[config.mk]
export PLATFORM = sky130hd
export DESIGN_NAME = sim_harness_ctrl
export DESIGN_NICKNAME = d
export VERILOG_FILES = /design/src/rtl/sim_harness_ctrl.sv
export SDC_FILE = /design/constraint.sdc
export NUM_CORES = 1
export LEC_CHECK = 0
export BUFFER_PORTS_ARGS = -buffer_cell sky130_fd_sc_hd__buf_2
export CAP_MARGIN = 15
export CELL_PAD_IN_SITES_DETAIL_PLACEMENT = 1
export CELL_PAD_IN_SITES_GLOBAL_PLACEMENT = 2
export CORE_AREA = 10 10 222 224
export CTS_BUF_LIST = sky130_fd_sc_hd__clkbuf_8
export CTS_CLUSTER_DIAMETER = 100
export CTS_CLUSTER_SIZE = 20
export DETAILED_ROUTE_END_ITERATION = 8
export DIE_AREA = 0 0 232 234
export PLACE_DENSITY = 0.93
export SLEW_MARGIN = 10
export SYNTH_ARGS = -nofsm -noshare
export SYNTH_HDL_FRONTEND = slang
export SYNTH_SLANG_ARGS = --single-unit
[constraint.sdc]
create_clock -name clock -period 4.6 [get_ports clock]
set_input_delay 0.23 -clock clock [delete_from_list [all_inputs] [get_ports clock]]
set_output_delay 0.23 -clock clock [all_outputs]
set_load 0.05 [all_outputs]
[src/rtl/sim_harness_ctrl.sv]
// Simulation-harness controller: DUT reset sequencing, init/step handshakes, cycle limit and
// per-channel UART buffering drained round-robin. Define SIM_CTRL_STEP_TIMEOUT_EN for the watchdog.
module sim_harness_ctrl #(
    parameter int unsigned NUM_CH        = 2,
    parameter int unsigned CH_W          = 8,
    parameter int unsigned FIFO_DEPTH    = 16,
    parameter int unsigned RESET_HOLD    = 50,
    parameter int unsigned STEP_INTERVAL = 1,
    parameter int unsigned CYC_W         = 64,
    parameter int unsigned STEP_TIMEOUT  = 1024,
    localparam int unsigned CHAN_W       = (NUM_CH > 1) ? $clog2(NUM_CH) : 1
) (
    input  logic                   clock,
    input  logic                   reset,
    output logic                   dut_reset,
    input  logic [CYC_W-1:0]       max_cycles,
    output logic                   init_req,
    input  logic                   init_ack,
    output logic                   step_req,
    input  logic                   step_rsp_valid,
    input  logic [7:0]             step_rsp_code,
    input  logic [NUM_CH-1:0]      uart_valid,
    input  logic [NUM_CH*CH_W-1:0] uart_ch,
    output logic                   out_valid,
    input  logic                   out_ready,
    output logic [CH_W-1:0]        out_ch,
    output logic [CHAN_W-1:0]      out_chan,
    output logic [NUM_CH-1:0]      overflow,
    output logic [CYC_W-1:0]       cycle_cnt,
    output logic                   finish,
    output logic [7:0]             finish_code
);
    localparam int unsigned AW     = $clog2(FIFO_DEPTH);
    localparam int unsigned HOLD_W = $clog2(RESET_HOLD + 1);
    localparam int unsigned PH_W   = $clog2(STEP_INTERVAL + 1);
    localparam logic [HOLD_W-1:0] HOLD_LAST = HOLD_W'(RESET_HOLD - 1);
    localparam logic [PH_W-1:0]   PH_LAST   = PH_W'(STEP_INTERVAL - 1);
    localparam logic [AW:0]       FULL_CNT  = (AW + 1)'(FIFO_DEPTH);

    typedef enum logic [2:0] {StHold, StInit, StWaitAck, StRun, StDone} state_e;

    state_e            state;
    logic [HOLD_W-1:0] hold_cnt;
    logic [PH_W-1:0]   phase;
    logic              step_pending;
    logic [CYC_W:0]    cyc_inc;
    logic              cyc_sat, max_hit, step_stop, step_free, timeout_hit;

    assign cyc_inc   = {1'b0, cycle_cnt} + {{CYC_W{1'b0}}, 1'b1};
    assign cyc_sat   = &cycle_cnt;
    assign max_hit   = (max_cycles != '0) && (cyc_inc >= {1'b0, max_cycles});
    assign step_stop = step_rsp_valid && (step_rsp_code != 8'd0);
    // A response arriving this cycle frees the slot for a request on the same edge.
    assign step_free = !step_pending || step_rsp_valid;

`ifdef SIM_CTRL_STEP_TIMEOUT_EN
    localparam int unsigned WD_W = $clog2(STEP_TIMEOUT + 1);
    logic [WD_W-1:0] wd_cnt;

    assign timeout_hit = step_pending && !step_rsp_valid && (wd_cnt == WD_W'(STEP_TIMEOUT - 1));

    always_ff @(posedge clock) begin
        if (reset || state != StRun || !step_pending || step_rsp_valid) wd_cnt <= '0;
        else wd_cnt <= wd_cnt + WD_W'(1);
    end
`else
    assign timeout_hit = 1'b0;
`endif

    always_ff @(posedge clock) begin
        if (reset) begin
            state        <= StHold;
            hold_cnt     <= '0;
            dut_reset    <= 1'b1;
            init_req     <= 1'b0;
            step_req     <= 1'b0;
            step_pending <= 1'b0;
            phase        <= '0;
            cycle_cnt    <= '0;
            finish       <= 1'b0;
            finish_code  <= 8'd0;
        end else begin
            init_req <= 1'b0;
            step_req <= 1'b0;
            if (step_rsp_valid) step_pending <= 1'b0;
            case (state)
                StHold: begin
                    if (hold_cnt == HOLD_LAST) begin
                        state     <= StInit;
                        dut_reset <= 1'b0;
                        init_req  <= 1'b1;
                    end else begin
                        hold_cnt <= hold_cnt + HOLD_W'(1);
                    end
                end
                StInit: state <= StWaitAck;
                StWaitAck: begin
                    if (init_ack) begin
                        state        <= StRun;
                        step_req     <= 1'b1;
                        step_pending <= 1'b1;
                        phase        <= '0;
                    end
                end
                StRun: begin
                    if (!cyc_sat) cycle_cnt <= cyc_inc[CYC_W-1:0];
                    if (step_stop) begin
                        state       <= StDone;
                        finish      <= 1'b1;
                        finish_code <= 8'd1;
                    end else if (max_hit) begin
                        state       <= StDone;
                        finish      <= 1'b1;
                        finish_code <= 8'd2;
                    end else if (timeout_hit) begin
                        state       <= StDone;
                        finish      <= 1'b1;
                        finish_code <= 8'd3;
                    end else if (phase == PH_LAST) begin
                        if (step_free) begin
                            step_req     <= 1'b1;
                            step_pending <= 1'b1;
                            phase        <= '0;
                        end
                    end else begin
                        phase <= phase + PH_W'(1);
                    end
                end
                StDone: ;
                default: state <= StHold;
            endcase
        end
    end

    // UART capture and per-channel FIFOs. The presented char stays in its FIFO until transferred.
    logic [NUM_CH-1:0]      cap_valid;
    logic [NUM_CH*CH_W-1:0] cap_ch;
    logic [CH_W-1:0]        mem [NUM_CH][FIFO_DEPTH];
    logic [AW-1:0]          wr_ptr  [NUM_CH];
    logic [AW-1:0]          rd_ptr  [NUM_CH];
    logic [AW:0]            count   [NUM_CH];
    logic [AW-1:0]          eff_rd  [NUM_CH];
    logic [AW:0]            eff_cnt [NUM_CH];
    logic [NUM_CH-1:0]      push, pop, full;
    logic [CHAN_W-1:0]      last_grant, grant;
    logic                   grant_found, load;
    int unsigned            rr_idx;

    always_comb begin
        for (int i = 0; i < NUM_CH; i++) begin
            full[i]    = (count[i] == FULL_CNT);
            push[i]    = cap_valid[i] && !full[i];
            pop[i]     = out_valid && out_ready && (out_chan == CHAN_W'(i));
            eff_cnt[i] = count[i] - (AW + 1)'(pop[i]);
            eff_rd[i]  = rd_ptr[i] + AW'(pop[i]);
        end
        load        = !out_valid || out_ready;
        grant       = last_grant;
        grant_found = 1'b0;
        rr_idx      = 0;
        for (int unsigned k = 1; k <= NUM_CH; k++) begin
            rr_idx = (32'(last_grant) + k) % NUM_CH;
            if (!grant_found && eff_cnt[CHAN_W'(rr_idx)] != '0) begin
                grant       = CHAN_W'(rr_idx);
                grant_found = 1'b1;
            end
        end
    end

    always_ff @(posedge clock) begin
        if (reset) begin
            cap_valid  <= '0;
            cap_ch     <= '0;
            overflow   <= '0;
            out_valid  <= 1'b0;
            out_ch     <= '0;
            out_chan   <= '0;
            last_grant <= CHAN_W'(NUM_CH - 1);
            for (int i = 0; i < NUM_CH; i++) begin
                wr_ptr[i] <= '0;
                rd_ptr[i] <= '0;
                count[i]  <= '0;
            end
        end else begin
            cap_valid <= uart_valid & {NUM_CH{~dut_reset}};
            cap_ch    <= uart_ch;
            for (int i = 0; i < NUM_CH; i++) begin
                if (cap_valid[i] && full[i]) overflow[i] <= 1'b1;
                if (push[i]) wr_ptr[i] <= wr_ptr[i] + AW'(1);
                rd_ptr[i] <= eff_rd[i];
                count[i]  <= eff_cnt[i] + (AW + 1)'(push[i]);
            end
            if (load) begin
                out_valid <= grant_found;
                if (grant_found) begin
                    out_ch     <= mem[grant][eff_rd[grant]];
                    out_chan   <= grant;
                    last_grant <= grant;
                end
            end
        end
    end

    always_ff @(posedge clock) begin
        for (int i = 0; i < NUM_CH; i++) begin
            if (push[i]) mem[i][wr_ptr[i]] <= cap_ch[i*CH_W +: CH_W];
        end
    end

endmodule

==> Word level (Yosys, flattened, before mapping) <==
Memory sizes are Yosys's and may differ from the RTL's.
Index checks and enable logic that the tools add are counted.
{ "totals": {"register_bits": 118, "output_inout_bits": 88, "n_memories": 4, "mem_bits_rw": 282, "input_bits": 95, "word_cells": 175} }
{ "memory_table": {"columns": ["name", "depth", "width", "rd", "rd_ports_with_merged_regs", "wr", "line_no", "rtl"], "rows": [
  ["mem", 2, 128, 1, 0, 2, "138", "logic [CH_W-1:0] mem [NUM_CH][FIFO_DEPTH];"],
  ["count", 2, 5, 2, 0, 2, "141", "logic [AW:0] count [NUM_CH];"],
  ["rd_ptr", 2, 4, 2, 0, 2, "140", "logic [AW-1:0] rd_ptr [NUM_CH];"],
  ["wr_ptr", 2, 4, 2, 0, 2, "139", "logic [AW-1:0] wr_ptr [NUM_CH];"]
]} }
{ "op_classes": {"addsub": 13, "bitwise_logic": 19, "order_cmp": 9, "n_eq_ne": 12, "n_reduce_logical": 35, "mux": 65} }
{ "op_table": {"columns": ["operator", "n"], "rows": [
  ["$mux W128", 2],
  ["$add A64 B1 Y65 const B", 1],
  ["$ge A65 B64 Y1", 1],
  ["$demux W8 S4", 2],
  ["$reduce_and A64 Y1", 1],
  ["$reduce_bool A64 Y1", 1],
  ["$mux W8", 6],
  ["$mux W5", 8],
  ["$bmux W8 S4", 1],
  ["$mux W1", 31],
  ["$mux W4", 7],
  ["$ge A5 B5 Y1 const B", 3],
  ["$not A4 Y5", 3],
  ["$pmux W3 S5", 1],
  ["$logic_and A1 B1 Y1", 12],
  ["$mux W3", 4],
  ["$add A5 B1 Y5", 2],
  ["$eq A5 B5 Y1 const B", 2],
  ["$lt A5 B1 Y1 const B", 2],
  ["$reduce_and A2 Y1", 5],
  ["$reduce_bool A5 Y1", 2],
  ["$sub A5 B1 Y5", 2],
  ["$add A4 B1 Y4", 2],
  ["$add A4 B1 Y4 const B", 2],
  ["other kinds (21)", 50]
]} }

==> Logic depth before layout (Yosys ltp) <==
Gate-level depths: netlist (run 1).
{ "logic_depth": {"ltp_word": 19, "mapped_depth": 17} }

==> Worst setup path before layout (run 1) <==
Ideal clock, no wire load.
{ "synth_path": {"path_kind": "reg-to-reg", "from": "reg cycle_cnt[8]", "to": "reg finish_code[1]", "setup_ns": 0.120, "t_arrival_ns": 4.426, "t_required_ns": 4.480, "slack_ns": 0.054, "n_path_buf": 3, "path_stages_with_launch": 18, "cell_sequence": "dfxtp_1 > buf_2 > nand4_4 > or4_4 > nor4_4 > buf_6 > and2_1 > buf_2 > nand3_1 > xnor2_1 > ha_1 > nand4_1 > nor2_1 > a221o_1 > a211o_1 > a2111oi_0 > nor4_1 > o31a_1"} }
{ "synth_between": {"elab_chain_len": 5} }
{ "synth_lines": {"columns": ["item", "line_no", "rtl"], "rows": [
  ["from (decl)", "29", "output logic [CYC_W-1:0] cycle_cnt,"],
  ["from (signal assigned)", "106", "if (!cyc_sat) cycle_cnt <= cyc_inc[CYC_W-1:0];"],
  ["$add A64 B1 Y65", "49", "assign cyc_inc = {1'b0, cycle_cnt} + {{CYC_W{1'b0}}, 1'b1};"],
  ["net cyc_inc[43]", "46", "logic [CYC_W:0] cyc_inc;"],
  ["$ge A65 B64 Y1", "51", "assign max_hit = (max_cycles != '0) && (cyc_inc >= {1'b0, max_cycles});"],
  ["$logic_and A1 B1 Y1", "51", null],
  ["$reduce_bool A2 Y1 (no source line)", null, null],
  ["$reduce_and A2 Y1 (no source line)", null, null],
  ["to (signal assigned)", "81", "finish_code <= 8'd0;"],
  ["to (signal assigned)", "110", "finish_code <= 8'd1;"],
  ["to (signal assigned)", "114", "finish_code <= 8'd2;"],
  ["to (decl)", "31", "output logic [7:0] finish_code"]
]} }
The timed path passes the listed nets, and every way through them passes these cells.
A chain may end at the register's enable or synchronous reset.

==> Worst setup path in the final report (run 1) <==
{ "layout_path": {"from": "reg cycle_cnt[11]", "to": "reg finish_code[1]"} }
Same word-level chain as after synthesis.

==> Flow_metrics.wiki, run 1 <==
{| class="wikitable"
! Metric !! Value
|-
| Status || completed
|-
| Post-route non-filler standard cell count || 2345
|-
| Standard cell with the maximum stage delay on the critical path || sky130_fd_sc_hd__or4_4
|-
| Clock Skew || 18.4 ps
|-
| Share of total power in sequential cells || 0.539
|-
| Biggest fanout along the worst timing path || 11
|-
| Avg Vias per Cell || 5.50
|-
| Most common cell after layout, fill and taps aside || sky130_fd_sc_hd__edfxtp_1
|-
| Detailed Route Iter0 Violations || 822
|-
| GRT Util Overall || 0.191
|-
| Gate Count Post-Synth || 1527
|-
| Largest voltage drop on the vdd net || 0.438 mV
|-
| Core area || 44900 um^2
|-
| Buffers from clock root to sink, at most || 3
|-
| Post-synthesis area per instance || 12.2 um^2
|-
| Count of endpoints failing hold in the final timing report || 0
|-
| Number of detailed-routing iterations run before antenna repair || 5
|-
| H-tree depth || 1
|-
| Vias || 12899
|-
| Per-cell routed wire length || 22.4 um
|-
| Die Area || 54300 um^2
|-
| Ratio of final minimum period to clock period || 0.949
|-
| FILL cells || 4832
|-
| Power share of the clock group || 0.227
|-
| Highest clock frequency the design can meet || 229 MHz
|-
| Data arrival time of the worst path || 4920 ps
|-
| Maximum Capacitance Violations || 0
|-
| Final layout net count || 1909
|-
| Diode insertion count for antenna repair || 0
|-
| Post-synth ARST share || 0
|-
| DRC violation count after routing || 0
|-
| Netlist cell types || 66
|-
| Setup slack of the worst register-to-register path || 240 ps
|-
| Relative contribution of combinational cells to total power || 0.234
|-
| Post-synthesis cell area || 18700 um^2
|-
| Endpoints failing setup || 0
|-
| Pin slew with the least headroom to its limit || 998 ps
|-
| Unrepaired setup endpoints after global routing || no
|-
| Number of warnings issued by yosys || 0
|-
| Die Y || 234 um
|-
| Fraction of layout instances using a drive strength above 1 || 0.195
|-
| Count of standard-cell rows || 78
|-
| Highest-count cells in the layout ignoring fill and taps || sky130_fd_sc_hd__edfxtp_1 (264), sky130_fd_sc_hd__buf_2 (177), sky130_fd_sc_hd__nor2_1 (161)
|-
| Worst min-delay path startpoint || max_cycles[47]
|-
| Clk sink count || 393
|-
| Internal power of the cells || 5060 uW
|-
| Post-Place Worst Slack || -38.4 ps
|-
| Share of the yosys chip area belonging to registers || 0.563
|-
| Net switching power of the design || 2250 uW
|-
| Post-synth EDFFs || 264
|-
| Global route overflow || 0
|-
| Hold Slack || 75.5 ps
|-
| Endpoint of the worst hold path || finish_code[0]
|-
| Total leakage power || 0.00812 uW
|-
| Min-Delay Path Depth || 6
|-
| Source of the worst register-to-register timing path || cycle_cnt[11]
|-
| Clock transition at path regs || 130 ps
|-
| Worst path setup slack after routing || 236 ps
|-
| Clock period minus final worst setup slack || 4360 ps
|-
| Worst stage delay on the critical path || 620 ps
|-
| Die outline width || 232 um
|-
| Clock insertion delay at the later pin of the skew report || 660 ps
|-
| Data required time of the worst path || 5160 ps
|-
| Port Buffer Count || 176
|-
| Tightest slew margin relative to the limit || 0.332
|-
| Placer's final routability congestion estimate || 0.856
|-
| Switching Fraction || 0.308
|-
| Setup Total Neg Slack || 0 ps
|-
| Global-route wire length before repair || 81.4 mm
|-
| Number of top-level pins || 183
|-
| TritonCTS clock tree || done
|-
| Final wirelength || 52.6 mm
|-
| Endpoint of the most critical register-to-register path || finish_code[1]
|-
| CP cell instances || nand4_4, or4_4, nor4_4, buf_4, and2_1, nand3_1, xnor2_1, ha_1, nand4_1, nor2_1, a221o_1, a211o_1, a2111oi_2, nor4_1, o31a_1
|-
| Starting utilization of the core area || 0.416
|-
| Routed Antenna Nets || 0
|-
| PD cells || 347 nW/um^2
|-
| Crit start category || register
|-
| Crit path kind || register to register
|-
| HPWL Detailed || 39.2 mm
|-
| Clk Tree Root Cell || sky130_fd_sc_hd__clkbuf_8
|-
| Post-Place Cells || 2275
|-
| Endpoint class of the critical path || register
|-
| Worst Reg-to-Reg Cells || 15
|-
| Initial antenna violation count || 0
|-
| Class of the worst hold path || input pin to register
|-
| Number of global-route vias before repair || 13714
|-
| Maximum number of pins on one net before global-route repair || 77
|-
| Relative area change from synthesis to final layout || 12.7%
|-
| FF+latch count, synth || 393
|-
| Number of max-slew violations in the final report || 0
|-
| Leading register cell type out of synthesis || sky130_fd_sc_hd__edfxtp_1
|-
| CTS buffer count || 24
|}
## cell families (layout without fill, tap and decap cells)
kind of cell | Yosys count | count (layout) | synth area share
DFF | 393 | 393 | 0.563
AOI/OAI and AO/OA | 137 | 137 | 0.0453
adders and majority gates | 87 | 87 | 0.0583
buffers and inverters | 160 | 373 | 0.0348
other | 1 | 6 | 0.000201
xor gates and xnor gates | 133 | 133 | 0.0624
and+or+nand+nor | 523 | 523 | 0.143
muxes | 93 | 93 | 0.0930
## critical path: cells and delay by family, from the launching register on
kind | cells | cell delay (ps)
AO/OA/AOI/OAI | 4 | 1280
XOR/XNOR | 1 | 150
adder cells (fa/ha/maj) | 1 | 300
buffers and inverters | 1 | 260
flip-flops | 1 | 470
AND/OR/NAND/NOR | 8 | 1820
## synth_stat cells (5+ instances only)
library cell / n / share of area
sky130_fd_sc_hd__xor2_1: 66 / 0.031
sky130_fd_sc_hd__edfxtp_1: 264 / 0.42
sky130_fd_sc_hd__a21oi_1: 46 / 0.012
sky130_fd_sc_hd__nand2_1: 94 / 0.019
sky130_fd_sc_hd__xnor2_1: 67 / 0.031
sky130_fd_sc_hd__nand4_1: 39 / 0.013
sky130_fd_sc_hd__a31oi_1: 12 / 0.0040
sky130_fd_sc_hd__and3_1: 7 / 0.0023
sky130_fd_sc_hd__mux2i_1: 28 / 0.015
sky130_fd_sc_hd__ha_1: 87 / 0.058
sky130_fd_sc_hd__inv_1: 87 / 0.017
sky130_fd_sc_hd__nand3_1: 52 / 0.014
sky130_fd_sc_hd__nor3_1: 28 / 0.0075
sky130_fd_sc_hd__o21ai_0: 35 / 0.0094
sky130_fd_sc_hd__or3_1: 23 / 0.0077
sky130_fd_sc_hd__and2_1: 7 / 0.0023
sky130_fd_sc_hd__dfxtp_1: 129 / 0.14
sky130_fd_sc_hd__nor4_1: 26 / 0.0087
sky130_fd_sc_hd__nor2_1: 161 / 0.032
sky130_fd_sc_hd__clkbuf_1: 45 / 0.0090
sky130_fd_sc_hd__and4_1: 6 / 0.0028
sky130_fd_sc_hd__nor3b_1: 6 / 0.0024
sky130_fd_sc_hd__a211oi_1: 6 / 0.0024
sky130_fd_sc_hd__nor2b_1: 35 / 0.012
sky130_fd_sc_hd__nand2b_1: 11 / 0.0037
sky130_fd_sc_hd__a21o_1: 5 / 0.0020
sky130_fd_sc_hd__buf_4: 6 / 0.0024
sky130_fd_sc_hd__buf_1: 6 / 0.0012
sky130_fd_sc_hd__buf_2: 15 / 0.0040
sky130_fd_sc_hd__mux4_2: 64 / 0.077
sky130_fd_sc_hd__a221oi_1: 9 / 0.0042
## flip-flops by register name (all words and copies together), names as in the netlist, 2 cells and up
register and flops:
rd_ptr 8, cap_ch 16, cycle_cnt 64, count 10
wr_ptr 8, state 3, hold_cnt 6, out_ch 8
mem 256, overflow 2, cap_valid 2, finish_code 2
## layer usage
layer  wire (um)  global-route usage  vias to the layer above  share of wire
li1            -                   -                     5936              -
met3        2880              0.0297                       74          0.055
met2       25400               0.323                      352           0.48
met5           0                   0                        -              0
met1       22900               0.249                     6537           0.44
met4        1330              0.0547                        0          0.025
## stage by stage
step	power, uW	util	instance area [um^2]
2_1_floorplan	5170	-	18700
3_3_place_gp	5600	0.452	20300
3_5_place_dp	5700	0.453	20300
4_1_cts	7360	0.468	21000
5_1_grt	7610	0.469	21100
6_report	7310	0.469	21100
## power by group through the flow
stage                     combinational, uW  clock, uW  sequential (uW)
after floorplan                        1080          0             4090
after global placement                 1590          0             4010
after detailed placement               1680          0             4020
after CTS                              1710       1700             3940
after global routing                   1840       1820             3950
final                                  1710       1660             3940
## layout make-up
cell class | instances | area, um^2 | share of cell area
clock buffer | 25 | 344 | 0.0163
clock inverter | 19 | 98.8 | 0.00470
inverter | 87 | 327 | 0.0155
multi-input combinational | 979 | 7590 | 0.361
sequential | 393 | 10500 | 0.499
tap | 600 | 751 | 0.0357
timing repair buffer | 242 | 1430 | 0.0679
## timing repair
item                                    4_1_cts  5_1_grt
cloned                                        0        0
endpoints found under the hold margin        26        0
resized for setup                             1        4
buffers inserted                              0        1
pin swaps                                     0        1
hold buffers                                 23        0
endpoints found under the setup margin        3        8
## worst max path at each step
stage,from,end,slack [ps],cells past startpoint
after floorplan,cycle_cnt[8],finish_code[1],50,17
after global placement,cycle_cnt[11],step_pending,110,15
after detailed placement,cycle_cnt[11],step_pending,-40,15
after CTS,cycle_cnt[11],finish_code[1],90,15
after global routing,cycle_cnt[11],finish_code[1],4,15
final,cycle_cnt[11],finish_code[1],240,15
No activity file was read; power rests on OpenSTA's default activity.
==> run 2, diff against run 1 <==
--- a/config.mk
+++ b/config.mk
@@ -5,16 +5,17 @@
 export SDC_FILE = /design/constraint.sdc
 export NUM_CORES = 1
 export LEC_CHECK = 0
+export ABC_AREA = 1
 export BUFFER_PORTS_ARGS = -buffer_cell sky130_fd_sc_hd__buf_2
 export CAP_MARGIN = 15
 export CELL_PAD_IN_SITES_DETAIL_PLACEMENT = 1
 export CELL_PAD_IN_SITES_GLOBAL_PLACEMENT = 2
-export CORE_AREA = 10 10 222 224
+export CORE_AREA = 10 10 241 243
 export CTS_BUF_LIST = sky130_fd_sc_hd__clkbuf_8
 export CTS_CLUSTER_DIAMETER = 100
 export CTS_CLUSTER_SIZE = 20
 export DETAILED_ROUTE_END_ITERATION = 8
-export DIE_AREA = 0 0 232 234
+export DIE_AREA = 0 0 251 253
 export PLACE_DENSITY = 0.93
 export SLEW_MARGIN = 10
 export SYNTH_ARGS = -nofsm -noshare
==> Flow_metrics.wiki, run 2 <==
{| class="wikitable"
! Metric !! Value
|-
| Share of the yosys chip area belonging to registers || 0.527 (-0.0356)
|-
| Setup Total Neg Slack || 0 ps (unchanged)
|-
| Worst stage delay on the critical path || 420 ps (-200 ps)
|-
| Net switching power of the design || 4400 uW (+96%)
|-
| Number of warnings issued by yosys || 0 (unchanged)
|-
| Most instantiated cells after synthesis || sky130_fd_sc_hd__nand2_1 (680), sky130_fd_sc_hd__inv_1 (268), sky130_fd_sc_hd__edfxtp_1 (264)
|-
| Data arrival time of the worst path || 4740 ps (-180 ps)
|-
| Post-synthesis cell area || 19900 um^2 (+6.8%)
|-
| Largest voltage drop on the vdd net || 0.758 mV (+73%)
|-
| Max FFs per register || 256 (unchanged)
|-
| Most common cell after layout, fill and taps aside || sky130_fd_sc_hd__nand2_1
|-
| Endpoint class of the critical path || register
|-
| Relative contribution of combinational cells to total power || 0.437 (+0.203)
|-
| Clk Tree Root Cell || sky130_fd_sc_hd__clkbuf_8
|-
| Fraction of synthesized area in multiplexers || 0 (-0.0930)
|-
| Hold Slack || 62.1 ps (-13.5 ps)
|-
| Internal power of the cells || 5600 uW (+11%)
|-
| Post-synth EDFFs || 264 (unchanged)
|-
| Number of global-route vias before repair || 17646 (+29%)
|-
| Class of the worst hold path || input pin to register
|-
| Dominant cell type by area after synthesis || sky130_fd_sc_hd__edfxtp_1
|-
| Synth Area in Simple Gates || 0.259 (+0.115)
|-
| Clock period minus final worst setup slack || 4210 ps (-149 ps)
|-
| GRT Util Overall || 0.208 (+0.0173)
|-
| Unrepaired setup endpoints after global routing || no
|-
| Biggest fanout along the worst timing path || 5 (-6)
|-
| Crit start category || register
|-
| Crit path kind || register to register
|-
| Number of detailed-routing iterations run before antenna repair || 5 (unchanged)
|-
| Vias || 16666 (+29%)
|-
| Highest-count cells in the layout ignoring fill and taps || sky130_fd_sc_hd__nand2_1 (677), sky130_fd_sc_hd__inv_1 (278), sky130_fd_sc_hd__edfxtp_1 (264)
|-
| Final wirelength || 67.6 mm (+29%)
|-
| DRC violation count after routing || 0 (unchanged)
|-
| Port Buffer Count || 176 (unchanged)
|-
| CTS buffer count || 24 (unchanged)
|-
| Cell type with the highest occurrence count on the critical path || sky130_fd_sc_hd__nand2_1
|-
| Endpoints failing setup || 0 (unchanged)
|-
| Number of max-slew violations in the final report || 0 (unchanged)
|-
| Gate Count Post-Synth || 2318 (+52%)
|-
| Pin slew with the least headroom to its limit || 1050 ps (+48.9 ps)
|-
| Top-area cell type share of the netlist area || 0.398 (-0.0268)
|-
| Ratio of final minimum period to clock period || 0.916 (-0.0325)
|-
| Netlist cell types || 53 (-20%)
|-
| Relative area change from synthesis to final layout || 11.5%
|-
| Total buffers and inverters traversed by the critical path || 2 (+1)
|-
| Avg Vias per Cell || 5.20 (-5.4%)
|-
| Post-Synth XOR/XNOR Area || 0.0319 (-0.0305)
|-
| Count of standard-cell rows || 85 (+9.0%)
|-
| Maximum Capacitance Violations || 0 (unchanged)
|-
| Power share of the clock group || 0.168 (-0.059)
|-
| Total leakage power || 0.00982 uW (+21%)
|-
| Area fraction in compound gates after synthesis || 0.0527 (+0.00743)
|-
| Starting utilization of the core area || 0.374 (-0.0418)
|-
| Highest clock frequency the design can meet || 237 MHz (+3.5%)
|-
| Detailed Route Iter0 Violations || 1080 (+31%)
|-
| H-tree depth || 1 (unchanged)
|-
| Kind of cell adding the most delay to the critical path || simple AND/OR/NAND/NOR gates
|-
| Combinational family with the most area after synthesis || simple AND/OR/NAND/NOR gates
|-
| Die outline width || 251 um (+8.2%)
|-
| Clock transition at path regs || 140 ps (about the same)
|-
| Clk sink count || 393 (unchanged)
|-
| Clock Skew || 47.4 ps (+29.0 ps)
|-
| Core area || 53300 um^2 (+19%)
|-
| Library cell with the highest instance count after synthesis || sky130_fd_sc_hd__nand2_1
|-
| Count of endpoints failing hold in the final timing report || 0 (unchanged)
|-
| Final layout net count || 2672 (+40%)
|-
| Data required time of the worst path || 5130 ps (-30 ps)
|-
| HPWL Detailed || 48.6 mm (+24%)
|-
| Switching Fraction || 0.440 (+0.132)
|-
| Share of total power in sequential cells || 0.395 (-0.144)
|-
| PD cells || 450 nW/um^2 (+30%)
|-
| Placer's final routability congestion estimate || 0.940 (+9.9%)
|-
| Post-synth ARST share || 0 (unchanged)
|-
| Worst path setup slack after routing || 385 ps (+149 ps)
|-
| Per-cell routed wire length || 21.1 um (-5.8%)
|-
| Global-route wire length before repair || 104 mm (+27%)
|-
| Die Area || 63500 um^2 (+17%)
|-
| FF+latch count, synth || 393 (unchanged)
|-
| Clock insertion delay at the later pin of the skew report || 660 ps (about the same)
|-
| Fraction of layout instances using a drive strength above 1 || 0.111 (-0.0844)
|-
| TritonCTS clock tree || done
|-
| Leading register cell type out of synthesis || sky130_fd_sc_hd__edfxtp_1
|-
| Post-synthesis area per instance || 8.60 um^2 (-30%)
|-
| Maximum number of pins on one net before global-route repair || 131 (+70%)
|-
| Global route overflow || 0 (unchanged)
|-
| Status || completed
|-
| Initial antenna violation count || 2 (+2)
|-
| Buffers from clock root to sink, at most || 3 (unchanged)
|-
| Ranking of synthesized cells by area || sky130_fd_sc_hd__edfxtp_1 (40%), sky130_fd_sc_hd__dfxtp_1 (13%), sky130_fd_sc_hd__nand2_1 (13%)
|-
| Standard cell with the maximum stage delay on the critical path || sky130_fd_sc_hd__dfxtp_1
|-
| Post-Place Worst Slack || 241 ps (+280 ps)
|-
| Routed Antenna Nets || 0 (unchanged)
|-
| Adder-Cell Fraction of Synth Area || 0.0546 (-0.00369)
|-
| Tightest slew margin relative to the limit || 0.301 (-0.0313)
|-
| Die Y || 253 um (+8.1%)
|-
| Number of top-level pins || 183 (unchanged)
|}
run 2: cell count changes in the layout (fill, tap and decap cells not counted), sizes merged, moves of 35 or more:
cell	before	now
nand2	95	682
inv	101	287
nand3	52	195
mux4	64	0
xnor2	67	10
nor2	161	216
a21oi	46	91
o21ai	37	76
nor2b	35	0
run 2: repair_timing:
action                                 4_1_cts  5_1_grt
setup endpoints to repair                    0        8
resized for setup                            0       13
endpoints found under the hold margin       23        0
hold buffers                                24        0
setup buffers                                0        1
run 2: area by class of cell:
type | count | area [um^2]
Clock inverter | 17 | 85.1
Antenna cell | 2 | 5.00
Timing Repair Buffer | 226 | 1370
Clock buffer | 24 | 330
Tap cell | 696 | 871
Sequential cell | 393 | 10500
Inverter | 275 | 1030
Multi-Input combinational cell | 1570 | 8040
Fill cell | 6400 | 31000
run 2: logic make-up after synthesis:
family / Yosys count
buffers and inverters: 360
AO/OA/AOI/OAI: 190
other: 1
XOR/XNOR: 70
adder cells (fa/ha/maj): 87
AND/OR/NAND/NOR: 1217
flip-flops: 393
run 2: worst register-to-register path: cells and delay by family (launching register included):
kind / cells / cell delay, ps
compound gates: 1 / 70
buf+inv: 2 / 160
simple gates: 21 / 2960
flops: 1 / 420
xor+xnor: 1 / 200
fa+ha+maj: 1 / 320
run 2: worst paths after layout:
check                 start        endpoint  slack [ps]  cells past startpoint
max            cycle_cnt[2]  finish_code[1]         390                     26
min                   reset   cycle_cnt[54]          60                      4
max reg2reg    cycle_cnt[2]  finish_code[1]         390                     26
min reg2reg  finish_code[0]  finish_code[0]         470                      2
run 2: power groups by stage:
| stage | registers, uW | clock network [uW] | logic [uW] |
|---|---|---|---|
| after global routing | 3960 | 1840 | 4920 |
| after detailed placement | 4030 | 0 | 4370 |
| after floorplan | 4110 | 0 | 3140 |
| after CTS | 3950 | 1710 | 4400 |
| after global placement | 4020 | 0 | 4200 |
| final | 3950 | 1680 | 4370 |
run 2: layer usage:
metal,GRT usage,vias to the layer above,share of wire
met5,0,-,0
met4,0.0778,0,0.037
met3,0.0315,113,0.051
met2,0.363,451,0.50
met1,0.255,8190,0.41
li1,-,7912,-
run 2: per-stage QoR:
step | std cells | utilization | area, um^2 | power [uW]
2_1_floorplan | 2323 | - | 20000 | 7250
3_3_place_gp | 3135 | 0.404 | 21500 | 8220
3_5_place_dp | 3135 | 0.404 | 21500 | 8400
4_1_cts | 3200 | 0.416 | 22200 | 10100
5_1_grt | 3203 | 0.417 | 22200 | 10700
6_report | 3203 | 0.417 | 22200 | 10000
==> run 3, diff against run 2 <==
--- a/config.mk
+++ b/config.mk
@@ -10,13 +10,12 @@
 export CAP_MARGIN = 15
 export CELL_PAD_IN_SITES_DETAIL_PLACEMENT = 1
 export CELL_PAD_IN_SITES_GLOBAL_PLACEMENT = 2
-export CORE_AREA = 10 10 241 243
-export CTS_BUF_LIST = sky130_fd_sc_hd__clkbuf_8
+export CORE_AREA = 10 10 244 246
 export CTS_CLUSTER_DIAMETER = 100
 export CTS_CLUSTER_SIZE = 20
 export DETAILED_ROUTE_END_ITERATION = 8
-export DIE_AREA = 0 0 251 253
-export PLACE_DENSITY = 0.93
+export DIE_AREA = 0 0 254 256
+export PLACE_DENSITY = 0.91
 export SLEW_MARGIN = 10
 export SYNTH_ARGS = -nofsm -noshare
 export SYNTH_HDL_FRONTEND = slang
==> Flow_metrics.wiki, run 3 (synthesized netlist as in run 2, its figures left out) <==
{| class="wikitable"
! Metric !! Value
|-
| Status || completed
|-
| Fraction of layout instances using a drive strength above 1 || 0.110 (-0.00147)
|-
| Global route overflow || 0 (unchanged)
|-
| Class of the worst hold path || input pin to register
|-
| Detailed Route Iter0 Violations || 1217 (+13%)
|-
| Clock transition at path regs || 100 ps (-40 ps)
|-
| Clock insertion delay at the later pin of the skew report || 610 ps (-50 ps)
|-
| Relative area change from synthesis to final layout || 12.8%
|-
| Setup slack of the worst register-to-register path || 390 ps (about the same)
|-
| Data arrival time of the worst path || 4680 ps (-60 ps)
|-
| Count of standard-cell rows || 86 (+1.2%)
|-
| DRC violation count after routing || 0 (unchanged)
|-
| Net switching power of the design || 4600 uW (+4.6%)
|-
| Number of top-level pins || 183 (unchanged)
|-
| Per-cell routed wire length || 21.1 um (about the same)
|-
| Setup Total Neg Slack || 0 ps (unchanged)
|-
| Endpoint of the most critical register-to-register path || finish_code[1]
|-
| Starting utilization of the core area || 0.365 (-0.00945)
|-
| Die outline width || 254 um (+1.2%)
|-
| Tightest slew margin relative to the limit || 0.254 (-0.0472)
|-
| Worst stage delay on the critical path || 410 ps (about the same)
|-
| Power share of the clock group || 0.221 (+0.053)
|-
| Count of endpoints failing hold in the final timing report || 0 (unchanged)
|-
| Standard cell with the maximum stage delay on the critical path || sky130_fd_sc_hd__dfxtp_1
|-
| Die Area || 65000 um^2 (+2.4%)
|-
| HPWL Detailed || 48.5 mm (-0.34%)
|-
| Number of global-route vias before repair || 17641 (-0.028%)
|-
| PD cells || 478 nW/um^2 (+6.2%)
|-
| Core area || 54700 um^2 (+2.6%)
|-
| Highest-count cells in the layout ignoring fill and taps || sky130_fd_sc_hd__nand2_1 (677), sky130_fd_sc_hd__inv_1 (267), sky130_fd_sc_hd__edfxtp_1 (264)
|-
| Post-Place Worst Slack || 190 ps (-51.7 ps)
|-
| Pin slew with the least headroom to its limit || 1120 ps (+70.9 ps)
|-
| Buffers from clock root to sink, at most || 3 (unchanged)
|-
| CP cell instances || ha_1, nand2_1, nor2_2, nand2_2, nor3_4, nand2_1, nor3_2, nand3_1, nor2_2, xor2_1, ha_1, nand2_1, nor2_1, nand4_1, nor2_1, nand4_1, nand4_1, nor2_1, nand2_1, nand2_1, nand2_1, nand2_1, nand2_1, a21oi_1
|-
| Clk Tree Root Cell || sky130_fd_sc_hd__clkbuf_16
|-
| Die Y || 256 um (+1.2%)
|-
| Initial antenna violation count || 1 (-1)
|-
| Number of detailed-routing iterations run before antenna repair || 5 (unchanged)
|-
| GRT Util Overall || 0.205 (-0.00339)
|-
| Worst Reg-to-Reg Cells || 24 (-7.7%)
|-
| Internal power of the cells || 6140 uW (+9.7%)
|-
| Number of max-slew violations in the final report || 0 (unchanged)
|-
| Endpoint class of the critical path || register
|-
| Total leakage power || 0.00988 uW (+0.53%)
|-
| Kind of cell adding the most delay to the critical path || simple AND/OR/NAND/NOR gates
|-
| Data required time of the worst path || 5070 ps (-60 ps)
|-
| Vias || 16597 (-0.41%)
|-
| Clk sink count || 393 (unchanged)
|-
| Final wirelength || 67.7 mm (+0.19%)
|-
| Endpoint of the worst hold path || step_req
|-
| Placer's final routability congestion estimate || 0.903 (-3.9%)
|-
| Share of total power in sequential cells || 0.368 (-0.027)
|-
| Biggest fanout along the worst timing path || 5 (unchanged)
|-
| Largest voltage drop on the vdd net || 0.916 mV (+21%)
|-
| Max FFs per register || 256 (unchanged)
|-
| Maximum number of pins on one net before global-route repair || 130 (-0.76%)
|-
| Clock Skew || 53.2 ps (+5.83 ps)
|-
| Total buffers and inverters traversed by the critical path || 0 (-2)
|-
| H-tree depth || 1 (unchanged)
|-
| Ratio of final minimum period to clock period || 0.914 (-0.00179)
|-
| Global-route wire length before repair || 103 mm (-0.41%)
|-
| Endpoints failing setup || 0 (unchanged)
|-
| Highest clock frequency the design can meet || 238 MHz (+0.20%)
|-
| Switching Fraction || 0.428 (-0.0119)
|-
| Crit start category || register
|-
| Setup Fix Bufs, Post-CTS || 0 (unchanged)
|-
| Cell type with the highest occurrence count on the critical path || sky130_fd_sc_hd__nand2_1
|-
| FILL cells || 6580 (+2.8%)
|-
| Maximum Capacitance Violations || 0 (unchanged)
|-
| Crit path depth || 24 (-7.7%)
|-
| Routed Antenna Nets || 0 (unchanged)
|-
| Final layout net count || 2665 (-0.26%)
|-
| Source of the worst register-to-register timing path || cycle_cnt[0]
|-
| Relative contribution of combinational cells to total power || 0.411 (-0.026)
|-
| Min-Delay Path Depth || 4 (unchanged)
|-
| Crit path kind || register to register
|-
| Unrepaired setup endpoints after global routing || no
|-
| Worst path setup slack after routing || 394 ps (+8.25 ps)
|-
| Clock period minus final worst setup slack || 4210 ps (-8.25 ps)
|-
| Most common cell after layout, fill and taps aside || sky130_fd_sc_hd__nand2_1
|-
| Port Buffer Count || 176 (unchanged)
|-
| Worst min-delay path startpoint || step_rsp_code[7]
|-
| CTS buffer count || 25 (+4.2%)
|-
| TritonCTS clock tree || done
|-
| Avg Vias per Cell || 5.18 (-0.54%)
|}
## run 3: changes by cell type in the layout (fill, tap and decap cells not counted), sizes merged
| cell | change |
|---|---|
| buf | -5 |
| clkbuf | +16 |
| diode | -1 |
| clkinv | -2 |
| dlygate4sd3 | -3 |
| inv | -9 |
## run 3: worst max path at each step
stage	from	to	slack, ps
2_1_floorplan	cycle_cnt[0]	finish_code[1]	730
3_3_place_gp	cycle_cnt[0]	finish_code[1]	310
3_5_place_dp	cycle_cnt[0]	finish_code[1]	190
4_1_cts	cycle_cnt[0]	finish_code[1]	200
5_1_grt	cycle_cnt[13]	finish_code[1]	10
6_report	cycle_cnt[0]	finish_code[1]	390
## run 3: power by group through the flow
stage               logic [uW]  clock network [uW]  registers, uW
floorplan                 3140                   0           4110
global placement          4220                   0           4030
detailed placement        4380                   0           4030
CTS                       4430                2410           3950
global route              4940                2550           3960
finish                    4410                2380           3950
## run 3: layout make-up
| class | count | area, um^2 | share of cell area |
|---|---|---|---|
| Clock inverter | 6 | 77.6 | 0.00345 |
| Inverter | 275 | 1030 | 0.0459 |
| Antenna cell | 1 | 2.50 | 0.000111 |
| Clock buffer | 40 | 682 | 0.0303 |
| Timing Repair Buffer | 218 | 1290 | 0.0572 |
| Multi-Input combinational cell | 1570 | 8020 | 0.357 |
| Sequential cell | 393 | 10500 | 0.467 |
| Tap cell | 704 | 881 | 0.0392 |
## run 3: stage by stage
| stage | instances | power (uW) | cell area [um^2] | utilization | hold WS [ps] |
|---|---|---|---|---|---|
| global placement | 3139 | 8240 | 21500 | 0.393 | 441 |
| CTS | 3206 | 10800 | 22400 | 0.411 | 44.3 |
| finish | 3207 | 10700 | 22500 | 0.411 | 74.1 |
| floorplan | 2323 | 7250 | 20000 | - | 337 |
| global route | 3207 | 11500 | 22500 | 0.411 | 100 |
| detailed placement | 3139 | 8410 | 21500 | 0.393 | 442 |
## run 3: worst register-to-register path: stages, from the launching register on
cell	delay, ps
sky130_fd_sc_hd__dfxtp_1	410
sky130_fd_sc_hd__ha_1	220
sky130_fd_sc_hd__nand2_1	100
sky130_fd_sc_hd__nor2_2	190
sky130_fd_sc_hd__nand2_2	170
sky130_fd_sc_hd__nor3_4	290
sky130_fd_sc_hd__nand2_1	170
sky130_fd_sc_hd__nor3_2	200
sky130_fd_sc_hd__nand3_1	250
sky130_fd_sc_hd__nor2_2	220
sky130_fd_sc_hd__xor2_1	130
sky130_fd_sc_hd__ha_1	320
sky130_fd_sc_hd__nand2_1	50
sky130_fd_sc_hd__nor2_1	120
sky130_fd_sc_hd__nand4_1	210
sky130_fd_sc_hd__nor2_1	210
sky130_fd_sc_hd__nand4_1	120
sky130_fd_sc_hd__nand4_1	110
sky130_fd_sc_hd__nor2_1	50
sky130_fd_sc_hd__nand2_1	140
sky130_fd_sc_hd__nand2_1	110
sky130_fd_sc_hd__nand2_1	70
sky130_fd_sc_hd__nand2_1	100
sky130_fd_sc_hd__nand2_1	110
sky130_fd_sc_hd__a21oi_1	60
## run 3: per-layer routing
metal  part of all wire  track usage
met5                  0            0
met4              0.026       0.0579
met3              0.044       0.0250
met2               0.51        0.370
met1               0.42        0.249
## run 3: repair_timing
item                                   4_1_cts  5_1_grt
gates resized for setup                      0       11
endpoints found under the hold margin       22        0
hold buffers                                21        0
setup endpoints to repair                    0        8
